`src/rtl/shared_arb_pkg.sv`:
```
// shared_arb_pkg: owner encodings, tag format and default depth for the shared-resource arbiter
package shared_arb_pkg;
    localparam logic OWNER_P1 = 1'b0;
    localparam logic OWNER_P2 = 1'b1;
    localparam int DEPTH_DEF = 4;
    typedef struct packed {
        logic owner;
        logic kill;
    } tag_t;
endpackage

```
`src/rtl/arb_tag_fifo.sv`:
```
// arb_tag_fifo: in-order owner tags of outstanding requests with per-owner broadcast kill
module arb_tag_fifo
    import shared_arb_pkg::*;
#(
    parameter int DEPTH = DEPTH_DEF
) (
    input  logic clk,
    input  logic reset,
    input  logic push,
    input  logic push_owner,
    input  logic pop,
    input  logic kill_p1,
    input  logic kill_p2,
    output tag_t head,
    output logic full,
    output logic empty
);
    localparam int AW = $clog2(DEPTH);
    tag_t mem [DEPTH];
    logic [AW-1:0] wr, rd;
    logic [AW:0] count;
    assign head = mem[rd];
    assign full = count == (AW+1)'(DEPTH);
    assign empty = count == '0;
    // kill marks every tag of a flushing owner; a fresh push always starts live
    always_ff @(posedge clk or posedge reset) begin
        if (reset) begin
            wr <= '0;
            rd <= '0;
            count <= '0;
            for (int i = 0; i < DEPTH; i++) mem[i] <= '0;
        end else begin
            for (int i = 0; i < DEPTH; i++)
                if ((mem[i].owner == OWNER_P1) ? kill_p1 : kill_p2) mem[i].kill <= 1'b1;
            if (push) begin
                mem[wr] <= '{owner: push_owner, kill: 1'b0};
                wr <= wr + AW'(1);
            end
            if (pop) rd <= rd + AW'(1);
            count <= count + (AW+1)'(push) - (AW+1)'(pop);
        end
    end
endmodule

```
`src/rtl/shared_resource_arbiter.sv`:
```
// shared_resource_arbiter: round-robin merge of two pipelines onto one resource with tagged response return
module shared_resource_arbiter
    import shared_arb_pkg::*;
#(
    parameter int DW = 32,
    parameter int DEPTH = DEPTH_DEF
) (
    input  logic          clk,
    input  logic          reset,
    input  logic [DW-1:0] req_data_1,
    input  logic          req_valid_1,
    input  logic          req_flush_1,
    output logic          req_stall_1,
    output logic [DW-1:0] rsp_data_1,
    output logic          rsp_valid_1,
    input  logic          rsp_stall_1,
    input  logic [DW-1:0] req_data_2,
    input  logic          req_valid_2,
    input  logic          req_flush_2,
    output logic          req_stall_2,
    output logic [DW-1:0] rsp_data_2,
    output logic          rsp_valid_2,
    input  logic          rsp_stall_2,
    output logic [DW-1:0] res_data,
    output logic          res_valid,
    input  logic          res_stall,
    input  logic [DW-1:0] res_rsp_data,
    input  logic          res_rsp_valid,
    output logic          res_rsp_stall,
    output logic          err_orphan
);
    logic rr_last, full, empty, slot_free, acc_1, acc_2, grant_1, live, own_stall, pop;
    tag_t head;
    arb_tag_fifo #(.DEPTH(DEPTH)) u_fifo (
        .clk(clk),
        .reset(reset),
        .push(acc_1 | acc_2),
        .push_owner(acc_1 ? OWNER_P1 : OWNER_P2),
        .pop(pop),
        .kill_p1(req_flush_1),
        .kill_p2(req_flush_2),
        .head(head),
        .full(full),
        .empty(empty)
    );
    // grant selection and response routing; full is a registered check so a same-cycle pop never frees a slot
    always_comb begin
        slot_free = !res_valid | !res_stall;
        grant_1 = req_valid_1 & !req_flush_1 & (!(req_valid_2 & !req_flush_2) | rr_last == OWNER_P2);
        acc_1 = slot_free & !full & grant_1;
        acc_2 = slot_free & !full & !grant_1 & req_valid_2 & !req_flush_2;
        req_stall_1 = req_valid_1 & !acc_1;
        req_stall_2 = req_valid_2 & !acc_2;
        live = res_rsp_valid & !empty & !head.kill &
               !((head.owner == OWNER_P1) ? req_flush_1 : req_flush_2);
        own_stall = (head.owner == OWNER_P1) ? rsp_stall_1 : rsp_stall_2;
        rsp_valid_1 = live & head.owner == OWNER_P1;
        rsp_valid_2 = live & head.owner == OWNER_P2;
        rsp_data_1 = rsp_valid_1 ? res_rsp_data : '0;
        rsp_data_2 = rsp_valid_2 ? res_rsp_data : '0;
        res_rsp_stall = live & own_stall;
        pop = res_rsp_valid & !empty & !(live & own_stall);
    end
    // output request register, round-robin history and sticky orphan flag
    always_ff @(posedge clk or posedge reset) begin
        if (reset) begin
            res_valid <= 1'b0;
            res_data <= '0;
            rr_last <= OWNER_P2;
            err_orphan <= 1'b0;
        end else begin
            if (acc_1 | acc_2) begin
                res_valid <= 1'b1;
                res_data <= acc_1 ? req_data_1 : req_data_2;
                rr_last <= acc_1 ? OWNER_P1 : OWNER_P2;
            end else if (slot_free) begin
                res_valid <= 1'b0;
            end
            if (res_rsp_valid & empty) err_orphan <= 1'b1;
        end
    end
endmodule

```
`config.mk`:
```
export PLATFORM = sky130hd
export DESIGN_NAME = shared_resource_arbiter
export DESIGN_NICKNAME = d
export VERILOG_FILES = /design/src/rtl/shared_arb_pkg.sv /design/src/rtl/arb_tag_fifo.sv /design/src/rtl/shared_resource_arbiter.sv
export SDC_FILE = /design/constraint.sdc
export NUM_CORES = 1
export LEC_CHECK = 0
export BUFFER_PORTS_ARGS = -buffer_cell sky130_fd_sc_hd__buf_2
export CAP_MARGIN = 10
export CORE_ASPECT_RATIO = 1.25
export CORE_UTILIZATION = 46
export DETAILED_ROUTE_END_ITERATION = 7
export PLACE_DENSITY_LB_ADDON = 0.05
export REMOVE_ABC_BUFFERS = 1
export SLEW_MARGIN = 25
export SYNTH_ARGS = -nofsm -noshare
export SYNTH_HDL_FRONTEND = slang
export SYNTH_HIERARCHICAL = 1
export SYNTH_SLANG_ARGS = --single-unit
```
`constraint.sdc`:
```
create_clock -name clk -period 5.9 [get_ports clk]
set_input_delay 0.295 -clock clk [delete_from_list [all_inputs] [get_ports clk]]
set_output_delay 0.295 -clock clk [all_outputs]
set_load 0.05 [all_outputs]
```
==> flow_summary.json, run 1 <==
{
  "outcome": "finished clean",
  "drcViolationCount": 0,
  "grt_start_max_net_pins": 66,
  "crit_chain": "mux4_1, or3b_4, nor3b_4, a221oi_1, ha_1, inv_1, ha_1, inv_1, fa_1, xnor2_1, xnor2_1",
  "wire_per_inst_um": 15.7,
  "vias": 3356,
  "dieArea_um2": 7140,
  "final_cell_mix": "buf_2 (208), and2_1 (65), dfrtp_1 (49), nand3_1 (33), o21ai_0 (33)",
  "ys_seq_area_frac": 0.400,
  "cap_violations": 0,
  "cts_sinks": 50,
  "fin_ws_ps": 2020,
  "r2r-end": "u_fifo/count[2]",
  "cts_root_buf": "clkbuf_8",
  "grt_setup_unrepaired": "false",
  "num_rows": 33,
  "path_clk_slew_ps": 100,
  "hold_buffers": 0,
  "ir_worst_vdd_mv": 0.296,
  "min_period_over_period": 0.658,
  "crit_type": "reg -> reg",
  "setup.worst_path.start": "u_fifo/rd[0]",
  "synth-seq-cells": 50,
  "cts_tree": "yes",
  "cts_resized": 0,
  "overflow": 0,
  "skew_ps": 7.75,
  "slew_headroom": 0.338,
  "cts_setup_buffers": 0,
  "finalSetupViolCount": 0,
  "drive_above_1_share": 0.453,
  "placedInstanceArea_um2": 4160,
  "gp_congestion": 0.843,
  "num_antenna_cells": 0,
  "grt_pass1_wl_um": 14600,
  "vias_per_cell": 5.44,
  "cp_slowest_cell": "nor3b_4",
  "h-tree-depth": 2,
  "start_util": 0.477,
  "ys_warn_count": 6,
  "grt_pass1_vias": 3099,
  "syn_avg_cell_area_um2": 9.16,
  "slew_violations": 0,
  "die_y_um": 94.3,
  "hold_path_class": "in -> async",
  "nNetsFinal": 642,
  "timing_hold_violations_final": 0,
  "worst_pin_slew_ps": 992,
  "area_delta_synth_final_pct": 36.5,
  "power_mw": 2.09,
  "worstPathMaxFanout": 35,
  "drt_iter0_markers": 113,
  "ant_nets": 0,
  "synth_cells": 342,
  "p_leak_nw": 2.15,
  "cp-end-kind": "flip-flop",
  "antenna_found_initial": 0,
  "wirelength_um": 9690,
  "layout.cells.most_common": "buf_2",
  "firstDrtPassIters": 4,
  "design_area_um2": 4270,
  "cp_data_arrival_time_ps": 4130,
  "grtUsageTotal": 0.269,
  "cts_inserted_buffers": 5,
  "holdWs_ps": 26.5,
  "fmax_ghz": 0.258,
  "fin_tns_setup_ps": 0,
  "dieWidth_um": 75.8,
  "worstSkewPairLatency_ps": 310,
  "final_util": 0.651,
  "pre_cts_ws_ps": 2000,
  "port_buffers": 208,
  "fin_cells": 617,
  "io_pins": 209,
  "cp_data_required_time_ps": 6140,
  "coreArea_um2": 6570,
  "critPathLaunchType": "flip-flop",
  "rr_worst_depth": 11,
  "powerDensity_nw_per_um2": 488,
  "reg2reg_from": "u_fifo/rd[0]",
  "hpwlAfterDp_um": 6950,
  "synth_cell_types": 36,
  "place_inst": 609,
  "r2r_slack_ps": 2020,
  "finalCriticalPeriod_ps": 3880,
  "clockBufferDepth": 2,
  "netlist_area_um2": 3130,
  "crit_path_max_incr_delay_ps": 780
}
-- Yosys cell counts --
| cell type | n | area (µm²) |
|---|---|---|
| xnor2_1 | 3 | 26.3 |
| a221oi_1 | 1 | 8.76 |
| ha_1 | 6 | 75.1 |
| nor2b_1 | 1 | 6.26 |
| a31oi_2 | 1 | 12.5 |
| nor2_1 | 1 | 3.75 |
| a21o_1 | 2 | 15.0 |
| a21oi_1 | 3 | 15.0 |
| nor3b_4 | 1 | 18.8 |
| or2b_1 | 1 | 7.51 |
| nand2_1 | 9 | 33.8 |
| o21ai_0 | 33 | 165 |
| nand2b_1 | 1 | 6.26 |
| mux2_2 | 8 | 90.1 |
| nor3_4 | 1 | 16.3 |
| a31oi_1 | 31 | 194 |
| nand3_1 | 33 | 165 |
| fa_1 | 1 | 20.0 |
| dfstp_2 | 1 | 26.3 |
| xor2_1 | 2 | 17.5 |
| or3b_4 | 1 | 11.3 |
| and2_1 | 65 | 407 |
| nand2b_4 | 1 | 13.8 |
| mux4_1 | 2 | 52.6 |
| a22o_1 | 1 | 8.76 |
| dfrtp_1 | 49 | 1230 |
| inv_1 | 8 | 30.0 |
| clkbuf_1 | 24 | 90.1 |
| o21a_1 | 5 | 37.5 |
| nor3b_2 | 1 | 12.5 |
| nor3_1 | 1 | 5.00 |
| nor4_1 | 32 | 200 |
| buf_2 | 2 | 10.0 |
| or3_1 | 1 | 6.26 |
| buf_6 | 8 | 90.1 |
| nor3b_1 | 1 | 7.51 |
-- registers in the layout (all words and copies together), names as in the netlist --
signal / flops
u_fifo/count: 3
res_valid: 1
res_data: 32
u_fifo/wr: 2
rr_last: 1
err_orphan: 1
u_fifo/mem: 8
u_fifo/rd: 2
-- where the power goes --
| part | switching (mW) | total [mW] | internal [mW] |
|---|---|---|---|
| clock network | 0.125 | 0.255 | 0.130 |
| logic | 0.873 | 1.20 | 0.332 |
| registers | 0.112 | 0.628 | 0.516 |
-- worst max-delay path: cells and delay by family (launching register included) --
family                     cells  cell delay, ps
adders and majority gates      3             860
and+or+nand+nor                2            1200
buffers and inverters          2             100
muxes                          1             590
AOI/OAI and AO/OA              1             310
xor gates and xnor gates       2             300
DFF                            1             440
-- layer usage --
metal	vias to the layer above	GRT usage	part of all wire
met3	18	0.0515	0.070
met1	1574	0.340	0.41
met2	160	0.451	0.49
met4	0	0.0910	0.024
li1	1604	-	-
met5	-	0	0
-- worst max-delay path by stage --
stage,to,slack [ps],cells after the start
floorplan,u_fifo/count[2],2020,11
global placement,u_fifo/count[2],2130,11
detailed placement,u_fifo/count[2],2000,11
CTS,u_fifo/count[2],1990,11
global route,u_fifo/count[2],1700,11
finish,u_fifo/count[2],2020,11
-- cell type report --
class / count / area (µm²)
timing repair buffer: 214 / 1090
clock buffer: 5 / 68.8
sequential: 50 / 1250
inverter: 8 / 30.0
fill: 587 / 2290
multi-input combinational: 250 / 1670
clock inverter: 3 / 47.5
tap: 87 / 109
-- kinds of logic (layout without fill, tap and decap cells) --
kind of cell | after synthesis | count (layout) | share of synthesized area
muxes | 10 | 10 | 0.0455
AOI/OAI and AO/OA | 77 | 77 | 0.146
xor gates and xnor gates | 5 | 5 | 0.0140
DFF | 50 | 50 | 0.400
adders and majority gates | 7 | 7 | 0.0304
buffers and inverters | 42 | 230 | 0.0703
and+or+nand+nor | 151 | 151 | 0.294
Note: power is estimated with default switching activity, not from simulation.
==> run 2: changes to the inputs <==
- ABC_AREA: not set -> 1
- CORE_UTILIZATION: 46 -> 45
- clock period: 5.9 -> 3.85 ns (I/O delays scaled with it)
==> flow_summary.json, run 2 <==
{
  "fill_cells": 785,
  "synth_cell_types": 30,
  "cts_inserted_buffers": 5,
  "worst_pin_slew_ps": 670,
  "synth-seq-cells": 50,
  "holdWs_ps": 106,
  "yosysMostFrequentCell": "nand2_1",
  "powerDensity_nw_per_um2": 765,
  "io_pins": 209,
  "synth_ff_type": "dfrtp_1",
  "drcViolationCount": 0,
  "fin_ws_ps": 893,
  "num_antenna_cells": 0,
  "layout.cells.most_common": "buf_2",
  "finalSetupViolCount": 0,
  "num_rows": 36,
  "ys_warn_count": 6,
  "power_mw": 3.66,
  "critPathLaunchType": "flip-flop",
  "hold_path_class": "in -> reg",
  "gp_congestion": 0.809,
  "synthTopCellsByCount": "nand2_1 (146), inv_1 (130), nor2_1 (65), dfrtp_1 (49), nand3_1 (42)",
  "pre_cts_ws_ps": 911,
  "vias": 3952,
  "slew_violations": 0,
  "nNetsFinal": 861,
  "cts_tree": "yes",
  "synth_cells": 559,
  "synthArstFlopShare": 1.00,
  "worstPathMaxFanout": 40,
  "top_register": "res_data",
  "yosysTopAreaCellShare": 0.336,
  "timing_hold_violations_final": 0,
  "fin_cells": 844,
  "overflow": 0,
  "h-tree-depth": 2,
  "area_delta_synth_final_pct": 30.7,
  "final_cell_mix": "buf_2 (208), nand2_1 (144), inv_1 (130), nor2_1 (65), dfrtp_1 (49)",
  "firstDrtPassIters": 6,
  "fin_tns_setup_ps": 0,
  "synth_top_area_cell": "dfrtp_1",
  "outcome": "finished clean",
  "drt_iter0_markers": 160,
  "port_buffers": 208,
  "largest_reg_flops": 32,
  "r2r_slack_ps": 920,
  "cts_resized": 0,
  "cts_sinks": 50,
  "cp_data_arrival_time_ps": 2760,
  "ant_nets": 0,
  "wirelength_um": 10200,
  "cts_setup_buffers": 0,
  "place_inst": 835,
  "grt_setup_unrepaired": "false",
  "antenna_found_initial": 0,
  "ir_worst_vdd_mv": 0.509,
  "hpwlAfterDp_um": 7730,
  "dieArea_um2": 8490,
  "fmax_ghz": 0.338,
  "netlist_area_um2": 3650,
  "die_y_um": 103,
  "grtUsageTotal": 0.236,
  "synthTopCellsByArea": "dfrtp_1 (34%), nand2_1 (15%), inv_1 (13%)",
  "cts_root_buf": "clkbuf_8",
  "finalCriticalPeriod_ps": 2960,
  "p_leak_nw": 3.19,
  "skew_ps": 13.6,
  "slew_headroom": 0.552,
  "worstSkewPairLatency_ps": 300,
  "grt_start_max_net_pins": 47,
  "path_clk_slew_ps": 100,
  "vias_per_cell": 4.68,
  "cp-end-kind": "primary output",
  "start_util": 0.466,
  "wire_per_inst_um": 12.1,
  "grt_pass1_wl_um": 15300,
  "largest_registers": "res_data (32), u_fifo/mem (8), u_fifo/count (3)",
  "synth_edf_count": 0,
  "coreArea_um2": 7840,
  "drive_above_1_share": 0.311,
  "clockBufferDepth": 2,
  "dieWidth_um": 82.6,
  "crit_type": "reg -> out",
  "grt_pass1_vias": 3396,
  "ys_seq_area_frac": 0.343,
  "cp_data_required_time_ps": 3660,
  "syn_avg_cell_area_um2": 6.54,
  "cap_violations": 0,
  "min_period_over_period": 0.768
}
==> run 2: changes by cell type after synthesis, sizes merged, moves of 21 or more <==
cell    previous run  this run
clkbuf            24         3
nor2               1        67
nand2              9       147
nand4              0        32
a31oi             32         1
inv                8       131
and2              65         1
nor4              32         0
o21ai             33         5
nand3b             0        32
==> run 2: critical path, cell delays in order, from the launching register on <==
cell and delay, ps:
dfrtp_1 450, nor3_1 120, a21oi_4 460, nand3_2 590
buf_4 470, nand2_1 120, inv_1 50, buf_2 200
==> run 2: path summary, 6_finish.rpt <==
check | from | depth (start not counted) | endpoint
worst max-delay path | u_fifo/count[1] | 7 | req_stall_1
worst min-delay path | res_rsp_valid | 2 | err_orphan
worst max register to register | u_fifo/count[1] | 9 | u_fifo/count[2]
worst min register to register | err_orphan | 1 | err_orphan
max in group asynchronous | reset | 4 | res_data[19]
min in group asynchronous | reset | 3 | err_orphan
==> run 2: layout make-up <==
type                            count  area, µm²  area share
Clock buffer                        5       68.8      0.0144
Clock inverter                      3       48.8      0.0102
Inverter                          131        492       0.103
Multi-Input combinational cell    345       1700       0.356
Sequential cell                    50       1250       0.262
Tap cell                           95        119      0.0249
Timing Repair Buffer              215       1100       0.229
==> run 2: report_power, final <==
group,switching [mW],internal (mW)
Sequential,0.158,0.788
Combinational,1.74,0.582
Clock,0.189,0.198
==> run 2: timing repair <==
item / in CTS / in global routing
hold endpoints to repair: 18 / 0
hold buffers: 1 / 0
endpoints found under the setup margin: 0 / 0
==> run 2: logic make-up after synthesis <==
kind of cell | count (synthesis) | synth area share
adder cells (fa/ha/maj) | 7 | 0.0260
flip-flops | 50 | 0.343
AO/OA/AOI/OAI | 9 | 0.0151
XOR/XNOR | 3 | 0.00719
buffers and inverters | 164 | 0.195
AND/OR/NAND/NOR | 326 | 0.414
==> run 2: metrics by stage <==
stage	cell area, µm²	utilization
after floorplan	3430	-
after global placement	4650	0.593
after detailed placement	4650	0.593
after CTS	4770	0.609
after global routing	4780	0.610
final	4780	0.610
==> run 2: layer usage <==
layer  routed length [µm]  global-route usage  up-vias
li1                     -                   -     2054
met1                 4220               0.271     1764
met2                 5240               0.446      128
met3                  640              0.0434        6
met4                   73              0.0504        0
met5                    0                   0        -
==> run 3: changes to the inputs <==
- clock period: 3.85 -> 2.74 ns (I/O delays scaled with it)
==> flow_summary.json, run 3 (synthesized netlist as in run 2, its figures left out) <==
{
  "powerDensity_nw_per_um2": 1050,
  "path_clk_slew_ps": 100,
  "design_area_um2": 4780,
  "critPathBufInv": 4,
  "final_util": 0.610,
  "num_rows": 36,
  "ir_worst_vdd_mv": 0.525,
  "cts_sinks": 50,
  "fill_cells": 782,
  "wire_per_inst_um": 11.7,
  "wirelength_um": 9890,
  "slew_headroom": 0.564,
  "nNetsFinal": 865,
  "grt_start_max_net_pins": 69,
  "dieWidth_um": 82.6,
  "crit_path_max_incr_delay_ps": 440,
  "timing_hold_violations_final": 0,
  "firstDrtPassIters": 5,
  "antenna_found_initial": 0,
  "num_antenna_cells": 0,
  "final_cell_mix": "buf_2 (208), nand2_1 (145), inv_1 (130), nor2_1 (64), dfrtp_1 (48)",
  "grt_pass1_wl_um": 15600,
  "h-tree-depth": 2,
  "vias": 3994,
  "drive_above_1_share": 0.316,
  "cp-end-kind": "flip-flop",
  "largest_reg_flops": 32,
  "crit_chain": "inv_1, nand2_1, nand3_1, nand2_2, inv_1, nand2_1, nand2_1, nor3_2, and2_1, nor2_2, ha_1, inv_1, ha_1, inv_1, fa_1, nand3_1, nand2_1",
  "worstPathMaxFanout": 7,
  "top_register": "res_data",
  "hold_path_class": "in -> reg",
  "start_util": 0.466,
  "cp_data_arrival_time_ps": 2730,
  "finalSetupViolCount": 0,
  "path_delay_family": "simple AND/OR/NAND/NOR gates",
  "placedInstanceArea_um2": 4680,
  "cap_violations": 0,
  "cts_tree": "yes",
  "cp_slowest_cell": "dfrtp_2",
  "slew_violations": 0,
  "worstSkewPairLatency_ps": 300,
  "drt_iter0_markers": 151,
  "worst_pin_slew_ps": 653,
  "coreArea_um2": 7840,
  "holdWs_ps": 67.1,
  "critPathLaunchType": "flip-flop",
  "min_period_over_period": 0.919,
  "p_leak_nw": 3.20,
  "overflow": 0,
  "cp_data_required_time_ps": 2950,
  "port_buffers": 208,
  "ant_nets": 0,
  "die_y_um": 103,
  "register_area_um2": 1250,
  "vias_per_cell": 4.71,
  "dieArea_um2": 8490,
  "hpwlAfterDp_um": 7530,
  "area_delta_synth_final_pct": 30.8,
  "layout.cells.most_common": "buf_2",
  "pre_cts_ws_ps": 134,
  "grt_setup_unrepaired": "false",
  "io_pins": 209,
  "largest_registers": "res_data (32), u_fifo/mem (8), u_fifo/count (3)",
  "grt_pass1_vias": 3463,
  "grtUsageTotal": 0.237,
  "cts_root_buf": "clkbuf_8",
  "crit_type": "reg -> reg",
  "fin_ws_ps": 222,
  "multi_input_area_um2": 1700,
  "cts_inserted_buffers": 5,
  "outcome": "finished clean",
  "fmax_ghz": 0.397,
  "drcViolationCount": 0,
  "skew_ps": 10.3,
  "clockBufferDepth": 2,
  "finalCriticalPeriod_ps": 2520,
  "gp_congestion": 0.797
}
run 3: layout make-up:
type | count | area share
clock buffer | 5 | 0.0144
multi-input combinational | 345 | 0.356
timing repair buffer | 219 | 0.236
clock inverter | 3 | 0.00393
tap | 95 | 0.0249
sequential | 50 | 0.262
inverter | 131 | 0.103
run 3: what timing repair did:
action / in CTS / in global routing
endpoints found under the setup margin: 0 / 2
gates resized for setup: 0 / 3
endpoints found under the hold margin: 49 / 0
buffers inserted: 0 / 0
hold buffers: 1 / 0
run 3: where the power goes:
group          internal (mW)  total, mW  switching [mW]
Clock                  0.180      0.439           0.258
Sequential              1.11       1.32           0.210
Combinational          0.837       3.28            2.44
run 3: worst paths after layout:
check | to | slack [ps] | cells past startpoint | start
worst max register to register | u_fifo/count[2] | 220 | 17 | u_fifo/rd[0]
worst min-delay path | err_orphan | 70 | 2 | res_rsp_valid
min in group asynchronous | err_orphan | 220 | 3 | reset
worst max-delay path | u_fifo/count[2] | 220 | 17 | u_fifo/rd[0]
worst min register to register | err_orphan | 490 | 1 | err_orphan
max in group asynchronous | rr_last | 1890 | 4 | reset
run 3: per-stage QoR:
step,power [mW],cells,setup TNS [ps]
finish,5.04,848,0
global route,5.44,848,0
CTS,5.07,848,0
detailed placement,4.61,839,0
global placement,4.55,839,0
floorplan,3.80,526,-53440
run 3: per-layer routing:
| layer | up-vias | share of wire | global-route usage |
|---|---|---|---|
| met5 | - | 0 | 0 |
| met4 | 0 | 0.020 | 0.0822 |
| met3 | 16 | 0.065 | 0.0469 |
| met2 | 143 | 0.50 | 0.429 |
| met1 | 1775 | 0.42 | 0.275 |
| li1 | 2060 | - | - |
